[src/rtl/ctrl_pkg.sv]
// Shared control encodings for the 16-bit multi-cycle datapath: FSM states,
// opcodes and the select/AluOp codes also consumed by the ALU and register block.
package ctrl_pkg;

  typedef enum logic [2:0] {
    ST_FETCH  = 3'd0,
    ST_DECODE = 3'd1,
    ST_EXEC   = 3'd2,
    ST_MEM    = 3'd3,
    ST_WB     = 3'd4,
    ST_TRAP   = 3'd5
  } state_e;

  typedef enum logic [3:0] {
    OP_ADD   = 4'h0,
    OP_SUB   = 4'h1,
    OP_AND   = 4'h2,
    OP_OR    = 4'h3,
    OP_ADDI  = 4'h4,
    OP_LI    = 4'h5,
    OP_LW    = 4'h6,
    OP_SW    = 4'h7,
    OP_SLT   = 4'h8,
    OP_BNZ   = 4'h9,
    OP_JAL   = 4'hA,
    OP_JR    = 4'hB,
    OP_MV    = 4'hC,
    OP_ADDSP = 4'hD,
    OP_ILL_E = 4'hE,
    OP_ILL_F = 4'hF
  } opcode_e;

  typedef enum logic [3:0] {
    ALU_ADD   = 4'd0,
    ALU_SUB   = 4'd1,
    ALU_AND   = 4'd2,
    ALU_OR    = 4'd3,
    ALU_SLT   = 4'd4,
    ALU_PASSB = 4'd5
  } alu_op_e;

  typedef enum logic [1:0] {
    SRCB_SHELLEY = 2'd0,
    SRCB_ZEXT    = 2'd1,
    SRCB_SEXT    = 2'd2,
    SRCB_SEXT_LS = 2'd3
  } src_b_e;

  typedef enum logic {
    SRCA_MARY = 1'b0,
    SRCA_SP   = 1'b1
  } src_a_e;

  typedef enum logic [1:0] {
    MARY_SRC_ALU     = 2'd0,
    MARY_SRC_MEM     = 2'd1,
    MARY_SRC_IMM     = 2'd2,
    MARY_SRC_SHELLEY = 2'd3
  } mary_src_e;

  typedef enum logic [1:0] {
    SHELLEY_SRC_ALU  = 2'd0,
    SHELLEY_SRC_MEM  = 2'd1,
    SHELLEY_SRC_MARY = 2'd2
  } shelley_src_e;

  typedef enum logic [1:0] {
    PC_SRC_PLUS2  = 2'd0,
    PC_SRC_BRANCH = 2'd1,
    PC_SRC_RA     = 2'd2
  } pc_src_e;

  typedef enum logic {
    ADDR_SRC_PC  = 1'b0,
    ADDR_SRC_ALU = 1'b1
  } addr_src_e;

  typedef enum logic {
    RA_SRC_PC  = 1'b0,
    RA_SRC_ALU = 1'b1
  } ra_src_e;

  typedef struct packed {
    logic       mem_read;
    logic       mem_write;
    logic       mem_addr_src;
    logic       ir_write;
    logic       pc_write;
    logic       sp_write;
    logic [1:0] pc_src;
    logic       mary_write;
    logic       shelley_write;
    logic       comp_write;
    logic       ra_write;
    logic [1:0] mary_src;
    logic [1:0] shelley_src;
    logic       ra_src;
    logic       src_a;
    logic [1:0] src_b;
    logic [3:0] alu_op;
    logic       halted;
  } ctrl_out_t;

  function automatic logic is_illegal(input logic [3:0] op);
    return (op == OP_ILL_E) || (op == OP_ILL_F);
  endfunction

  // Only signed add/subtract results into mary can overflow and must be suppressed.
  function automatic logic is_overflow_checked(input logic [3:0] op);
    return op inside {OP_ADD, OP_SUB, OP_ADDI};
  endfunction

  function automatic logic is_mem_op(input logic [3:0] op);
    return (op == OP_LW) || (op == OP_SW);
  endfunction

endpackage

[src/rtl/ctrl_decode.sv]
// Combinational control-word decode: maps state and latched opcode to every
// strobe, enable and select driven toward memory, the ALU and the register block.
module ctrl_decode
  import ctrl_pkg::*;
(
  input  logic       i_reset,
  input  state_e     i_state,
  input  logic [3:0] i_opcode,
  input  logic       i_overflow,
  input  logic       i_comp_nonzero,
  input  logic       i_mem_ready,
  output ctrl_out_t  o_ctrl
);

  logic w_ovf_abort;

  assign w_ovf_abort = is_overflow_checked(i_opcode) && i_overflow;

  // NOTE: o_ctrl is fully defaulted first so no path through the cases infers a latch.
  always_comb begin
    o_ctrl = '0;
    case (i_state)
      ST_FETCH: begin
        o_ctrl.mem_read     = 1'b1;
        o_ctrl.mem_addr_src = ADDR_SRC_PC;
        o_ctrl.ir_write     = i_mem_ready;
        o_ctrl.pc_write     = i_mem_ready;
        o_ctrl.pc_src       = PC_SRC_PLUS2;
      end
      ST_EXEC: begin
        case (i_opcode)
          OP_ADD, OP_SUB, OP_AND, OP_OR: begin
            // R-type opcodes are numbered to match their AluOp codes.
            o_ctrl.src_a      = SRCA_MARY;
            o_ctrl.src_b      = SRCB_SHELLEY;
            o_ctrl.alu_op     = i_opcode;
            o_ctrl.mary_src   = MARY_SRC_ALU;
            o_ctrl.mary_write = !w_ovf_abort;
          end
          OP_ADDI: begin
            o_ctrl.src_b      = SRCB_SEXT;
            o_ctrl.alu_op     = ALU_ADD;
            o_ctrl.mary_src   = MARY_SRC_ALU;
            o_ctrl.mary_write = !w_ovf_abort;
          end
          OP_LI: begin
            o_ctrl.mary_src   = MARY_SRC_IMM;
            o_ctrl.mary_write = 1'b1;
          end
          OP_LW, OP_SW: begin
            o_ctrl.src_b  = SRCB_SEXT;
            o_ctrl.alu_op = ALU_ADD;
          end
          OP_SLT: begin
            o_ctrl.alu_op     = ALU_SLT;
            o_ctrl.comp_write = 1'b1;
          end
          OP_BNZ: begin
            o_ctrl.pc_write = i_comp_nonzero;
            o_ctrl.pc_src   = PC_SRC_BRANCH;
          end
          OP_JAL: begin
            o_ctrl.ra_write = 1'b1;
            o_ctrl.ra_src   = RA_SRC_PC;
            o_ctrl.pc_write = 1'b1;
            o_ctrl.pc_src   = PC_SRC_BRANCH;
          end
          OP_JR: begin
            o_ctrl.pc_write = 1'b1;
            o_ctrl.pc_src   = PC_SRC_RA;
          end
          OP_MV: begin
            o_ctrl.shelley_write = 1'b1;
            o_ctrl.shelley_src   = SHELLEY_SRC_MARY;
          end
          OP_ADDSP: begin
            o_ctrl.src_a    = SRCA_SP;
            o_ctrl.src_b    = SRCB_SEXT_LS;
            o_ctrl.alu_op   = ALU_ADD;
            o_ctrl.sp_write = 1'b1;
          end
          default: ;
        endcase
      end
      ST_MEM: begin
        // Effective address stays on aluout, so the ALU controls are held from EXEC.
        o_ctrl.mem_read     = (i_opcode == OP_LW);
        o_ctrl.mem_write    = (i_opcode == OP_SW);
        o_ctrl.mem_addr_src = ADDR_SRC_ALU;
        o_ctrl.src_b        = SRCB_SEXT;
        o_ctrl.alu_op       = ALU_ADD;
      end
      ST_WB: begin
        o_ctrl.mary_write = 1'b1;
        o_ctrl.mary_src   = MARY_SRC_MEM;
      end
      ST_TRAP: begin
        o_ctrl.halted = 1'b1;
      end
      default: ;
    endcase

    if (i_reset) begin
      o_ctrl = '0;
    end
  end

endmodule

[src/rtl/control_fsm.sv]
// Multi-cycle control unit: sequences fetch/decode/execute/memory/writeback and
// owns the state register, the latched opcode and the memory-wait timeout.
module control_fsm
  import ctrl_pkg::*;
#(
  parameter int FETCH_TIMEOUT = 255
) (
  input  logic        clock,
  input  logic        reset,
  input  logic [15:0] instr,
  input  logic        overflow,
  input  logic        comp_nonzero,
  input  logic        mem_ready,
  output logic        mem_read,
  output logic        mem_write,
  output logic        mem_addr_src,
  output logic        ir_write,
  output logic        pc_write,
  output logic        sp_write,
  output logic [1:0]  pc_src,
  output logic        mary_write,
  output logic        shelley_write,
  output logic        comp_write,
  output logic        ra_write,
  output logic [1:0]  mary_src,
  output logic [1:0]  shelley_src,
  output logic        ra_src,
  output logic        SrcA,
  output logic [1:0]  SrcB,
  output logic [3:0]  AluOp,
  output logic        halted,
  output logic [2:0]  state
);

  localparam int CW = (FETCH_TIMEOUT < 2) ? 1 : $clog2(FETCH_TIMEOUT);

  state_e        r_state;
  state_e        w_next_state;
  logic [3:0]    r_opcode;
  logic [CW-1:0] r_count;
  logic          w_waiting;
  logic          w_timeout;
  logic          w_unused_imm;
  ctrl_out_t     w_ctrl;

  // Immediate fields feed the datapath directly; only the opcode matters here.
  assign w_unused_imm = ^instr[11:0];

  always_comb begin
    w_waiting    = 1'b0;
    w_timeout    = 1'b0;
    w_next_state = r_state;

    if ((r_state == ST_FETCH) || (r_state == ST_MEM)) begin
      w_waiting = !mem_ready;
      w_timeout = w_waiting && (FETCH_TIMEOUT != 0) &&
                  ((int'(r_count) + 1) == FETCH_TIMEOUT);
    end

    case (r_state)
      ST_FETCH: begin
        if (mem_ready)      w_next_state = ST_DECODE;
        else if (w_timeout) w_next_state = ST_TRAP;
      end
      ST_DECODE: begin
        w_next_state = is_illegal(instr[15:12]) ? ST_TRAP : ST_EXEC;
      end
      ST_EXEC: begin
        if (is_overflow_checked(r_opcode) && overflow) w_next_state = ST_TRAP;
        else if (is_mem_op(r_opcode))                  w_next_state = ST_MEM;
        else                                           w_next_state = ST_FETCH;
      end
      ST_MEM: begin
        if (mem_ready)      w_next_state = (r_opcode == OP_LW) ? ST_WB : ST_FETCH;
        else if (w_timeout) w_next_state = ST_TRAP;
      end
      ST_WB:   w_next_state = ST_FETCH;
      ST_TRAP: w_next_state = ST_TRAP;
      default: w_next_state = ST_FETCH;
    endcase
  end

  // NOTE: sequential state uses non-blocking assignments so every flop samples pre-edge values.
  always_ff @(posedge clock) begin
    if (reset) begin
      r_state  <= ST_FETCH;
      r_opcode <= '0;
      r_count  <= '0;
    end else begin
      r_state <= w_next_state;
      if (r_state == ST_DECODE) begin
        r_opcode <= instr[15:12];
      end
      if (w_next_state != r_state) begin
        r_count <= '0;
      end else if (w_waiting) begin
        r_count <= r_count + CW'(1);
      end
    end
  end

  ctrl_decode u_decode (
    .i_reset        (reset),
    .i_state        (r_state),
    .i_opcode       (r_opcode),
    .i_overflow     (overflow),
    .i_comp_nonzero (comp_nonzero),
    .i_mem_ready    (mem_ready),
    .o_ctrl         (w_ctrl)
  );

  assign mem_read      = w_ctrl.mem_read;
  assign mem_write     = w_ctrl.mem_write;
  assign mem_addr_src  = w_ctrl.mem_addr_src;
  assign ir_write      = w_ctrl.ir_write;
  assign pc_write      = w_ctrl.pc_write;
  assign sp_write      = w_ctrl.sp_write;
  assign pc_src        = w_ctrl.pc_src;
  assign mary_write    = w_ctrl.mary_write;
  assign shelley_write = w_ctrl.shelley_write;
  assign comp_write    = w_ctrl.comp_write;
  assign ra_write      = w_ctrl.ra_write;
  assign mary_src      = w_ctrl.mary_src;
  assign shelley_src   = w_ctrl.shelley_src;
  assign ra_src        = w_ctrl.ra_src;
  assign SrcA          = w_ctrl.src_a;
  assign SrcB          = w_ctrl.src_b;
  assign AluOp         = w_ctrl.alu_op;
  assign halted        = w_ctrl.halted;
  assign state         = r_state;

endmodule

[config.mk]
export PLATFORM = sky130hd
export DESIGN_NAME = control_fsm
export DESIGN_NICKNAME = d
export VERILOG_FILES = /design/src/rtl/ctrl_pkg.sv /design/src/rtl/ctrl_decode.sv /design/src/rtl/control_fsm.sv
export SDC_FILE = /design/constraint.sdc
export NUM_CORES = 1
export LEC_CHECK = 0
export CAP_MARGIN = 0
export CORE_MARGIN = 5
export CORE_UTILIZATION = 56
export CTS_BUF_LIST = sky130_fd_sc_hd__clkbuf_8 sky130_fd_sc_hd__clkbuf_16
export CTS_CLUSTER_SIZE = 28
export DETAILED_ROUTE_END_ITERATION = 8
export DONT_BUFFER_PORTS = 1
export HOLD_SLACK_MARGIN = 0.15
export PLACE_DENSITY = 0.86
export SKIP_LAST_GASP = 1
export SLEW_MARGIN = 5
export SYNTH_ARGS = -nofsm -noshare
export SYNTH_HDL_FRONTEND = slang
export SYNTH_HIERARCHICAL = 1
export SYNTH_SLANG_ARGS = --single-unit
[constraint.sdc]
create_clock -name clock -period 1.6 [get_ports clock]
set_input_delay 0.32 -clock clock [delete_from_list [all_inputs] [get_ports clock]]
set_output_delay 0.32 -clock clock [all_outputs]
set_load 0.01 [all_outputs]
==> results_tabular.tex, run 1 <==
\begin{tabular}{lr}
\hline
Metric & Value \\
\hline
\multicolumn{2}{l}{\textbf{Die}} \\
\quad Count of boundary I/O pins & 49 \\
\quad Row cnt & 17 \\
\quad Width of the die & 57.7 um \\
\quad Starting utilization of the core area & 58.3\% \\
\quad Die outline height & 57.7 um \\
\multicolumn{2}{l}{\textbf{Yosys}} \\
\quad Post-synth design cell area & 0.00128 sq mm \\
\quad Top area cells in the synthesized netlist & sky130\_fd\_sc\_hd\_\_dfxtp\_1 24\%, sky130\_fd\_sc\_hd\_\_nor3\_1 5.9\%, sky130\_fd\_sc\_hd\_\_xor2\_1 5.5\%, sky130\_fd\_sc\_hd\_\_nand2\_1 5.3\%, sky130\_fd\_sc\_hd\_\_buf\_4 2.9\% \\
\quad Number of synthesized flops with an enable pin & 0 \\
\quad Cells after Synth & 157 \\
\quad Yosys warnings & 6 \\
\quad Count of state elements after synthesis & 15 \\
\quad Mean instance size in the synthesized netlist & 8.13 sq um \\
\quad Area share of the largest cell type after synthesis & 23.5\% \\
\quad Share of synthesized flip-flops with an asynchronous set or reset & 0\% \\
\quad Count of distinct cell types in the synthesized netlist & 50 \\
\quad Cell taking the most area after synthesis & sky130\_fd\_sc\_hd\_\_dfxtp\_1 \\
\quad Post-synth top flop & sky130\_fd\_sc\_hd\_\_dfxtp\_1 \\
\quad Share of the yosys chip area belonging to registers & 23.5\% \\
\multicolumn{2}{l}{\textbf{Clock tree}} \\
\quad Clk Tree Root Cell & sky130\_fd\_sc\_hd\_\_clkbuf\_8 \\
\quad Total clock buffers created by CTS & 3 \\
\quad H-tree levels & 1 \\
\quad Maximum buffer depth of the clock tree & 2 \\
\quad Clock sink total & 15 \\
\multicolumn{2}{l}{\textbf{Place}} \\
\quad Quantity of I/O buffers inserted on ports & 0 \\
\quad Global placement routability congestion & 0.971 \\
\quad Worst-case setup slack after placement & -0.211 ns \\
\quad Number of cells after detailed placement & 208 \\
\quad Dpl hpwl & 2740 um \\
\multicolumn{2}{l}{\textbf{GRT}} \\
\quad Number of antenna violations at the first check in global routing & 0 \\
\quad Largest net degree at the start of global routing & 16 \\
\multicolumn{2}{l}{\textbf{Timing}} \\
\quad Type of pin the worst path ends at & output port \\
\quad Worst-path endpoint after global-route repair\_timing & shelley\_write \\
\multicolumn{2}{l}{\textbf{Run status}} \\
\quad Error Message & [ERROR DPL-0033] detailed placement checks failed during check placement. \\
\quad Step where the flow halted & 5\_1\_grt \\
\quad Result of the run & stopped before the end \\
\hline
\end{tabular}
[Yosys cell counts, drive strengths merged, types with 2 or more instances]
master,instances
a21oi,6
nor2,9
clkbuf,4
and3,2
nor4b,4
nor4,5
xnor2,4
o21ai,5
or4b,3
nor3,17
nand4,4
buf,9
nand3b,4
inv,2
nand3,5
a31oi,4
xor2,8
dfxtp,15
nand2b,6
ha,2
nand2,18
[cell families after synthesis]
group | after synthesis | synth area share [%]
fa+ha+maj | 2 | 1.96
xor+xnor | 12 | 8.24
buf+inv | 15 | 7.94
other cells | 1 | 0.294
simple gates | 84 | 39.6
flops | 15 | 23.5
compound gates | 28 | 18.4
[repair_timing]
item	4_1_cts
setup buffers	12
gates resized for setup	49
endpoints found under the setup margin	29
hold buffers	1
endpoints found under the hold margin	7
gates cloned	1
pin swaps	13
[stage by stage]
step / utilization, % / area (sq um)
3_5_place_dp: 69.4 / 1520
2_1_floorplan: - / 1330
4_1_cts: 88.0 / 1930
3_3_place_gp: 69.4 / 1520
==> run 2, diff against run 1 <==
- CORE_AREA: not set -> 5 5 66 68
- CORE_MARGIN: 5 -> not set
- CORE_UTILIZATION: 56 -> not set
- CTS_BUF_LIST: sky130_fd_sc_hd__clkbuf_8 sky130_fd_sc_hd__clkbuf_16 -> not set
- CTS_CLUSTER_SIZE: 28 -> not set
- DIE_AREA: not set -> 0 0 71 73
- HOLD_SLACK_MARGIN: 0.15 -> not set
- PLACE_DENSITY: 0.86 -> not set
- PLACE_DENSITY_LB_ADDON: not set -> 0.15
- clock period: 1.6 -> 2.1 ns (I/O delays scaled with it)
==> run 2 against run 1 <==
Effect of this change:
- the flow now finishes without violations
- synthesized area unchanged
- synthesized cell count unchanged
==> results_tabular.tex, run 2 <==
\begin{tabular}{lr}
\hline
Metric & Value \\
\hline
\multicolumn{2}{l}{\textbf{GRT}} \\
\quad Number of global-route vias before repair & 1237 \\
\quad Number of antenna violations at the first check in global routing & 0 \\
\quad Largest net degree at the start of global routing & 20 \\
\quad Leftover overflow at the end of global routing & 0 \\
\quad Wire length of the first global-routing pass & 5580 um \\
\quad Total routing resource utilization after global routing & 12.8\% \\
\multicolumn{2}{l}{\textbf{Die}} \\
\quad Core footprint & 0.00380 sq mm \\
\quad Count of boundary I/O pins & 49 (unchanged) \\
\quad Die outline height & 73 um (was 57.7 um) \\
\quad Starting utilization of the core area & 33.6\% (was 58.3\%) \\
\quad Floorplan die area & 0.00518 sq mm \\
\quad Row cnt & 23 (was 17) \\
\quad Width of the die & 71 um (was 57.7 um) \\
\multicolumn{2}{l}{\textbf{Place}} \\
\quad Quantity of I/O buffers inserted on ports & 0 (unchanged) \\
\quad Dpl hpwl & 2450 um (was 2740 um) \\
\quad Worst-case setup slack after placement & 0.111 ns (was -0.211 ns) \\
\quad Global placement routability congestion & 0.817 (was 0.971) \\
\multicolumn{2}{l}{\textbf{Critical path}} \\
\quad CP Class & reg -> out \\
\quad CP Launch Type & register \\
\quad Critical path capture point type & output port \\
\quad Crit path max fanout & 11 \\
\quad Critical path data arrival time & 1.60 ns \\
\quad Reg-to-reg setup timing slack & 0.19 ns \\
\quad Required time at the endpoint of the critical path & 1.68 ns \\
\multicolumn{2}{l}{\textbf{Timing}} \\
\quad Count of endpoints failing hold in the final timing report & 0 \\
\quad Final setup violation count & 0 \\
\quad Final period utilization & 96.0\% \\
\quad Worst hold-check slack & 0.231 ns \\
\quad Post-route worst setup slack & 0.0844 ns \\
\quad Achievable Freq & 496 MHz \\
\quad Setup repair after global routing missed its margin & no \\
\quad Pins over their slew limit & 0 \\
\quad Post-layout min period & 2.02 ns \\
\quad Summed negative setup slack over all endpoints & 0 ns \\
\quad Clock Skews & 0.00391 ns \\
\multicolumn{2}{l}{\textbf{Yosys}} \\
\quad Post-synth design cell area & 0.00128 sq mm (unchanged) \\
\quad Post-synth top flop & sky130\_fd\_sc\_hd\_\_dfxtp\_1 (unchanged) \\
\quad Top area cells in the synthesized netlist & sky130\_fd\_sc\_hd\_\_dfxtp\_1 24\%, sky130\_fd\_sc\_hd\_\_nor3\_1 5.9\%, sky130\_fd\_sc\_hd\_\_xor2\_1 5.5\%, sky130\_fd\_sc\_hd\_\_nand2\_1 5.3\%, sky130\_fd\_sc\_hd\_\_buf\_4 2.9\% (unchanged) \\
\quad Mean instance size in the synthesized netlist & 8.13 sq um (unchanged) \\
\quad Top-count cell post-synth & sky130\_fd\_sc\_hd\_\_nand2\_1 (unchanged) \\
\quad Count of state elements after synthesis & 15 (unchanged) \\
\quad Share of the yosys chip area belonging to registers & 23.5\% (unchanged) \\
\quad Count of distinct cell types in the synthesized netlist & 50 (unchanged) \\
\quad Most numerous cell types in the synthesized netlist & 18 x sky130\_fd\_sc\_hd\_\_nand2\_1, 15 x sky130\_fd\_sc\_hd\_\_dfxtp\_1, 15 x sky130\_fd\_sc\_hd\_\_nor3\_1 (unchanged) \\
\quad Cells after Synth & 157 (unchanged) \\
\quad Number of synthesized flops with an enable pin & 0 (unchanged) \\
\quad Area share of the largest cell type after synthesis & 23.5\% (unchanged) \\
\quad Cell taking the most area after synthesis & sky130\_fd\_sc\_hd\_\_dfxtp\_1 (unchanged) \\
\quad Yosys warnings & 6 (unchanged) \\
\quad Share of synthesized flip-flops with an asynchronous set or reset & 0\% (unchanged) \\
\multicolumn{2}{l}{\textbf{Pwr}} \\
\quad Share of power burned in registers & 43.1\% \\
\quad Share of total power in combinational logic & 25.3\% \\
\quad Peak supply drop & 0.347 mV \\
\quad Switching part of the total & 31.0\% \\
\quad Clock Power Share & 31.6\% \\
\quad Sw power & 0.231 mW \\
\quad Leakage power summed over all cells & 0.560 nW \\
\quad Pwr per Cell Area & 492 mW/mm\^{}2 \\
\quad Internal power & 0.514 mW \\
\multicolumn{2}{l}{\textbf{Clock tree}} \\
\quad Clock sink total & 15 (unchanged) \\
\quad H-tree levels & 1 (unchanged) \\
\quad Clock Latency Late Sink & 0.25 ns \\
\quad Clk Tree Root Cell & sky130\_fd\_sc\_hd\_\_clkbuf\_8 (unchanged) \\
\quad CTS tree & done \\
\quad Total clock buffers created by CTS & 3 (unchanged) \\
\quad CTS clk-pin slew, worst paths & 0.07 ns \\
\quad Maximum buffer depth of the clock tree & 2 (unchanged) \\
\quad Number of buffers added to fix hold violations after cts & 0 (was 1) \\
\multicolumn{2}{l}{\textbf{Route}} \\
\quad Average via count per standard cell & 5.52 \\
\quad Post-route DRC & 0 \\
\quad Residual antenna-violating net count after detailed routing & 0 \\
\quad Number of iterations in the first detailed-routing pass & 4 \\
\quad WL/cell & 14.5 um \\
\quad Via count & 1248 \\
\quad Routed wire length & 3280 um \\
\quad DRC violation total after the first TritonRoute iteration & 32 \\
\multicolumn{2}{l}{\textbf{Worst hold path}} \\
\quad Worst min path class & in -> reg \\
\multicolumn{2}{l}{\textbf{Layout}} \\
\quad Most frequent cells in the layout & 26 x sky130\_fd\_sc\_hd\_\_buf\_4, 18 x sky130\_fd\_sc\_hd\_\_nand2\_1, 15 x sky130\_fd\_sc\_hd\_\_nor3\_1 \\
\quad Register with the most flip-flops & r\_count \\
\quad Most common cell after layout, fill and taps aside & sky130\_fd\_sc\_hd\_\_buf\_4 \\
\quad Utilization after layout & 39.8\% \\
\quad Max FFs per register & 8 \\
\quad Diodes inserted & 0 \\
\quad Total Nets Final & 200 \\
\quad Fraction of layout cells with a size suffix above 1 & 27.3\% \\
\quad Fill count & 410 \\
\quad Area growth from synthesis to layout & 18.5\% \\
\multicolumn{2}{l}{\textbf{Run status}} \\
\quad Result of the run & finished, final reports clean (was stopped before the end) \\
\multicolumn{2}{l}{\textbf{Flow run}} \\
\quad Max-cap violations & 0 \\
\hline
\end{tabular}
==> run 2: per-stage QoR <==
| step | std cells | power (mW) | area (sq um) |
|---|---|---|---|
| after global placement | 217 | 0.501 | 1420 |
| after CTS | 222 | 0.746 | 1480 |
| after floorplan | 159 | 0.468 | 1290 |
| after global routing | 226 | 0.794 | 1510 |
| after detailed placement | 217 | 0.505 | 1420 |
| final | 226 | 0.745 | 1510 |
==> run 2: power by group through the flow <==
stage                     Clock, mW  Combinational [mW]  Sequential (mW)
after floorplan                   0               0.144            0.325
after global placement            0               0.171            0.330
after detailed placement          0               0.174            0.331
after CTS                     0.245               0.176            0.325
after global routing          0.261               0.209            0.324
final                         0.235               0.188            0.321
==> run 2: worst paths after layout <==
| path | depth (start not counted) | from | to |
|---|---|---|---|
| setup reg to reg | 5 | r_opcode[3] | r_count[3] |
| hold reg to reg | 2 | r_count[6] | r_count[6] |
| hold / removal | 1 | reset | state[1] |
| setup / recovery | 3 | r_opcode[3] | AluOp[0] |
==> run 2: repair_timing <==
| item | in CTS | in global routing |
|---|---|---|
| pin swaps | 1 | 0 |
| hold endpoints to repair | 0 | 0 |
| gates resized for setup | 3 | 2 |
| setup endpoints to repair | 15 | 13 |
| buffers inserted | 1 | 4 |
==> run 2: layer usage <==
metal	GRT usage (%)	part of all wire (%)
met2	22.1	49
met3	3.17	6.9
met1	14.7	43
met5	0	0
met4	6.47	0.88
==> run 2: cell type report <==
| cell class | count | area, sq um | area share (%) |
|---|---|---|---|
| clock buffers | 3 | 41.3 | 2.73 |
| clock inverters | 1 | 5.00 | 0.331 |
| inverters | 2 | 7.51 | 0.496 |
| multi-input cells | 129 | 895 | 59.1 |
| flip-flops and latches | 15 | 307 | 20.3 |
| well taps | 50 | 62.6 | 4.14 |
| repair buffers | 26 | 195 | 12.9 |
==> run 2: worst max-delay path: stages (launching register included) <==
cell and delay, ns:
sky130_fd_sc_hd__dfxtp_1 0.42, sky130_fd_sc_hd__or4_1 0.58, sky130_fd_sc_hd__nor3b_1 0.20, sky130_fd_sc_hd__buf_4 0.15
==> run 2: cells by family after synthesis <==
family / synth area share (%)
adder cells (fa/ha/maj): 1.96
AO/OA/AOI/OAI: 18.4
XOR/XNOR: 8.24
buffers and inverters: 7.94
flip-flops: 23.5
AND/OR/NAND/NOR: 39.6
other: 0.294
Note: power is estimated with default switching activity, not from simulation.
